[src/rtl/fmul_result_collector.sv]
// Tag tracker and writeback FIFO downstream of the non-stallable FP32 multiplier.
// Pairs issue tags with results LATENCY cycles later and gates issue with credits.
module fmul_result_collector #(
    parameter int LATENCY = 2,
    parameter int DEPTH   = 4,
    parameter int ROB_W   = 6,
    parameter int PREG_W  = 6
) (
    input  logic              clk,
    input  logic              rst,
    input  logic              issue_valid,
    output logic              issue_ready,
    input  logic [ROB_W-1:0]  issue_rob_idx,
    input  logic [PREG_W-1:0] issue_rd,
    input  logic              issue_we,
    input  logic              flush,
    input  logic [31:0]       fmul_res,
    input  logic [4:0]        fmul_status,
    output logic              wb_valid,
    input  logic              wb_ready,
    output logic [31:0]       wb_data,
    output logic [ROB_W-1:0]  wb_rob_idx,
    output logic [PREG_W-1:0] wb_rd,
    output logic              wb_we,
    output logic [4:0]        wb_fflags,
    output logic [4:0]        fflags_acc,
    input  logic              fflags_clr
);
    localparam int PTR_W = (DEPTH > 1) ? $clog2(DEPTH) : 1;
    localparam int CNT_W = $clog2(DEPTH + 1);
    localparam int OCC_W = $clog2(DEPTH + LATENCY + 1);

    logic [LATENCY-1:0] tag_v_q, tag_v_d;
    logic [ROB_W-1:0]   tag_rob_q [LATENCY];
    logic [PREG_W-1:0]  tag_rd_q  [LATENCY];
    logic               tag_we_q  [LATENCY];

    logic [31:0]        mem_data_q  [DEPTH];
    logic [4:0]         mem_flags_q [DEPTH];
    logic [ROB_W-1:0]   mem_rob_q   [DEPTH];
    logic [PREG_W-1:0]  mem_rd_q    [DEPTH];
    logic               mem_we_q    [DEPTH];

    logic [PTR_W-1:0]   head_q, tail_q;
    logic [CNT_W-1:0]   count_q;
    logic [4:0]         fflags_acc_q;

    logic [OCC_W-1:0]   tag_cnt, occ;
    logic               issue_fire, push, pop;

    function automatic logic [PTR_W-1:0] ptr_inc(input logic [PTR_W-1:0] p);
        return (p == PTR_W'(DEPTH - 1)) ? '0 : p + 1'b1;
    endfunction

    always_comb begin
        tag_cnt = '0;
        for (int i = 0; i < LATENCY; i++) begin
            tag_cnt = tag_cnt + OCC_W'(tag_v_q[i]);
        end
        occ = tag_cnt + OCC_W'(count_q);
    end

    assign issue_ready = (occ < OCC_W'(DEPTH)) & ~flush;
    assign issue_fire  = issue_valid & issue_ready;
    assign push        = tag_v_q[LATENCY-1];
    assign pop         = wb_valid & wb_ready;

    always_comb begin
        tag_v_d    = '0;
        tag_v_d[0] = issue_fire;
        for (int i = 1; i < LATENCY; i++) begin
            tag_v_d[i] = tag_v_q[i-1];
        end
    end

    always_ff @(posedge clk or negedge rst) begin
        if (!rst) begin
            tag_v_q      <= '0;
            head_q       <= '0;
            tail_q       <= '0;
            count_q      <= '0;
            fflags_acc_q <= '0;
        end else begin
            if (flush) begin
                tag_v_q <= '0;
                head_q  <= '0;
                tail_q  <= '0;
                count_q <= '0;
            end else begin
                tag_v_q <= tag_v_d;
                if (push) tail_q <= ptr_inc(tail_q);
                if (pop)  head_q <= ptr_inc(head_q);
                case ({push, pop})
                    2'b10:   count_q <= count_q + 1'b1;
                    2'b01:   count_q <= count_q - 1'b1;
                    default: count_q <= count_q;
                endcase
            end
            // A retirement coinciding with a clear still contributes its flags.
            if (fflags_clr)
                fflags_acc_q <= pop ? wb_fflags : 5'd0;
            else if (pop)
                fflags_acc_q <= fflags_acc_q | wb_fflags;
        end
    end

    // Payload storage carries no reset; validity lives in tag_v_q and count_q.
    always_ff @(posedge clk) begin
        tag_rob_q[0] <= issue_rob_idx;
        tag_rd_q[0]  <= issue_rd;
        tag_we_q[0]  <= issue_we;
        for (int i = 1; i < LATENCY; i++) begin
            tag_rob_q[i] <= tag_rob_q[i-1];
            tag_rd_q[i]  <= tag_rd_q[i-1];
            tag_we_q[i]  <= tag_we_q[i-1];
        end
        if (push) begin
            mem_data_q[tail_q]  <= fmul_res;
            mem_flags_q[tail_q] <= fmul_status;
            mem_rob_q[tail_q]   <= tag_rob_q[LATENCY-1];
            mem_rd_q[tail_q]    <= tag_rd_q[LATENCY-1];
            mem_we_q[tail_q]    <= tag_we_q[LATENCY-1];
        end
    end

    assign wb_valid   = (count_q != '0);
    assign wb_data    = wb_valid ? mem_data_q[head_q]  : '0;
    assign wb_fflags  = wb_valid ? mem_flags_q[head_q] : '0;
    assign wb_rob_idx = wb_valid ? mem_rob_q[head_q]   : '0;
    assign wb_rd      = wb_valid ? mem_rd_q[head_q]    : '0;
    assign wb_we      = wb_valid ? mem_we_q[head_q]    : 1'b0;
    assign fflags_acc = fflags_acc_q;

endmodule

[config.mk]
export PLATFORM = sky130hd
export DESIGN_NAME = fmul_result_collector
export DESIGN_NICKNAME = d
export VERILOG_FILES = /design/src/rtl/fmul_result_collector.sv
export SDC_FILE = /design/constraint.sdc
export NUM_CORES = 1
export LEC_CHECK = 0
export CAP_MARGIN = 20
export CORE_AREA = 2 2 163 165
export CTS_BUF_LIST = sky130_fd_sc_hd__clkbuf_8 sky130_fd_sc_hd__clkbuf_16
export DETAILED_ROUTE_END_ITERATION = 8
export DIE_AREA = 0 0 165 167
export PLACE_DENSITY = 0.65
export RECOVER_POWER = 25
export REMOVE_ABC_BUFFERS = 1
export SLEW_MARGIN = 5
export SYNTH_ARGS = -nofsm -noshare
export SYNTH_HDL_FRONTEND = slang
export SYNTH_SLANG_ARGS = --single-unit
export TNS_END_PERCENT = 5
[constraint.sdc]
create_clock -name clk -period 3.4 [get_ports clk]
set_input_delay 0.34 -clock clk [delete_from_list [all_inputs] [get_ports clk]]
set_output_delay 0.34 -clock clk [all_outputs]
set_load 0.01 [all_outputs]
==> flow_summary.yaml <==
detailed_routing:
  drt_iter0_drc: 288
  dr.pass1.iters: 4
  drc: 0
  vias: 4234
  wire_per_inst_um: 18.61
  wl_mm: 16.69
  ant_nets: 0
  routed_via_density: 4.720
yosys:
  synth_top_area_share: 0.6773
  synth_cell_types: 28
  synth_area_um2: 8867
  synth_edf_count: 200
  ys_seq_area_frac: 0.7755
  synth_top_cells_by_count: "edfxtp_1 (200), and2_1 (54), mux4_2 (50)"
  async_flop_share: 0.05833
  yosysMostFrequentCell: "edfxtp_1"
  yosys_most_used_dff: "edfxtp_1"
  synth_area_leader_cell: "edfxtp_1"
  ys_seq_elements: 240
  yosys_warnings: 0
  synthCells: 414
  syn_area_per_cell_um2: 21.42
  synthTopCellsByArea: "edfxtp_1 (68%), mux4_2 (13%), dfxtp_1 (5.9%), dfrtp_1 (4.0%), and2_1 (3.8%)"
floorplanning:
  coreArea_um2: 25760
  die_h_um: 167
  die_w_um: 165
  die_area_um2: 27560
  io_pins: 113
  rows: 59
  initial_core_util: 0.3442
clocking:
  cts-hold-fix-buffers: 0
  path_clk_slew_ps: 60
  cts_root_buffer: "clkbuf_16"
  cts.sinks: 240
  cts_resized: 0
  cts_setup_buffers: 0
  cts-buffers-inserted: 25
  htree_levels: 1
  cts_buffer_depth: 3
  tritoncts: "yes"
  clkLatencyLatePin_ps: 510
run:
  drv_cap: 0
sta:
  clock_skew_ps: 8.823
  hold_viol: 0
  slew_viol_final: 0
  worst_pin_slew_ps: 965.2
  period_needed_ps: 3159
  rsz0062_at_grt: "no"
  final-setup-viol-count: 0
  clock.fmax_ghz: 0.3165
  relSlewSlack: 0.3565
  finalCritPeriodShare: 0.9292
  tns_ps: 0
  finalWorstSetupSlack_ps: 240.7
critical_path:
  critical_path_class: "register to primary output"
  r2r_slack_ps: 1280
  slowest_stage: "dfrtp_4"
  rr_worst_depth: 6
  r2r_end: "count_q[2]"
  path_cells: "buf_4 -> mux4_2 -> and2_1 -> clkdlybuf4s50_1"
  arrival_ps: 2820
  end_kind: "primary output"
  worst_r2r_startpoint: "count_q[1]"
  path_delay_family: "buffers and inverters"
  crit_fanout: 23
  start_kind: "register"
  critPathBufInv: 2
  worstPathRequired_ps: 3060
  critPathMaxStageDelay_ps: 750
final_layout:
  area_growth_pct: 26.74
  final_layout_size_suffix_gt1_frac: 0.1996
  nets: 606
placed_design:
  gp_congestion: 0.6582
  pre_cts_ws_ps: 708.8
  io_buffers: 112
  hpwl_mm: 10.13
global_routing:
  grt_max_degree: 56
  grt_usage: 0.1235
  grt_pass1_vias: 4707
  antenna_found_initial: 1
  grt.overflow.total: 0
  grt_pass1_wl_mm: 26.27
pwr:
  vdd_drop_max_mv: 0.4989
  leakage_nw: 3.694
  cellPowerDensity_nw_per_um2: 719.6
min_path:
  hp-class: "input port to asynchronous set/reset pin"
status:
  status: "finished, final reports clean"
==> report_power, final <==
part	internal, W	total [W]	switching (W)
logic	0.00114	0.00197	0.000830
clock network	0.00156	0.00267	0.00110
registers	0.00330	0.00345	0.000142
==> area by class of cell <==
| type | instances | area [um2] |
|---|---|---|
| fill | 2197 | 14530 |
| clock inverter | 17 | 127.6 |
| tap | 335 | 419.2 |
| antenna | 1 | 2.502 |
| inverter | 3 | 11.26 |
| timing repair buffer | 122 | 1246 |
| sequential | 240 | 6882 |
| clock buffer | 28 | 700.7 |
| multi-input combinational | 151 | 1849 |
==> layer usage <==
metal  part of all wire  track usage
met1               0.42       0.1557
met5            0.00078            0
met2               0.50       0.2159
met3              0.054      0.02590
met4              0.020      0.03176
==> metrics by stage <==
step           utilization  cells  hold WS [ps]  total power (W)  instance area [um2]
6_report            0.4362    897         221.0         0.008087                11240
5_1_grt             0.4361    896         247.0         0.008479                11240
4_1_cts             0.4361    896         218.2         0.008241                11240
3_5_place_dp        0.4040    851         312.1         0.005536                10410
3_3_place_gp        0.4040    851         310.0         0.005505                10410
2_1_floorplan            -    394         44.41         0.004484                 8731
==> state kept, by name, summed over array words and instances (netlist names), 3 cells and up <==
signal / flops
mem_rob_q: 24
tag_rd_q: 12
mem_flags_q: 20
mem_data_q: 128
count_q: 3
mem_rd_q: 24
mem_we_q: 4
tag_rob_q: 12
fflags_acc: 5
==> layout by cell type (no fill, tap or decap), types with 2 or more instances in the layout <==
cell	netlist	routed
a21oi_1	3	3
clkinv_1	0	3
clkinvlp_4	0	4
a21o_1	2	2
mux2i_1	2	2
buf_4	0	6
and2_2	0	4
xnor2_1	4	4
inv_1	3	3
edfxtp_1	200	200
clkinv_2	0	6
a22o_1	6	6
clkbuf_16	0	28
dfxtp_1	26	26
ha_1	6	6
and2_1	54	50
nor2_1	6	6
buf_12	0	4
clkdlybuf4s50_1	0	73
dfrtp_1	14	12
mux4_2	50	50
a31oi_1	2	2
clkinv_4	0	2
nor2b_1	2	2
nand2_1	3	3
dlygate4sd3_1	0	39
nand3_1	2	2
==> cells by family after synthesis <==
group / after synthesis / synth area share
AOI/OAI and AO/OA: 16 / 0.01538
and+or+nand+nor: 72 / 0.04854
xor gates and xnor gates: 4 / 0.003950
adders and majority gates: 7 / 0.01072
muxes: 52 / 0.1293
DFF: 240 / 0.7755
buffers and inverters: 23 / 0.01665
==> how the worst max path moves through the flow <==
stage	start	to	cells after the start
after floorplan	head_q[0]	wb_fflags[0]	2
after global routing	head_q[0]	wb_rd[3]	4
after global placement	head_q[0]	wb_rd[0]	4
after detailed placement	head_q[0]	wb_rd[3]	4
final	head_q[0]	wb_rd[3]	4
after CTS	head_q[0]	wb_rd[3]	4
(Power assumes the default switching activity.)
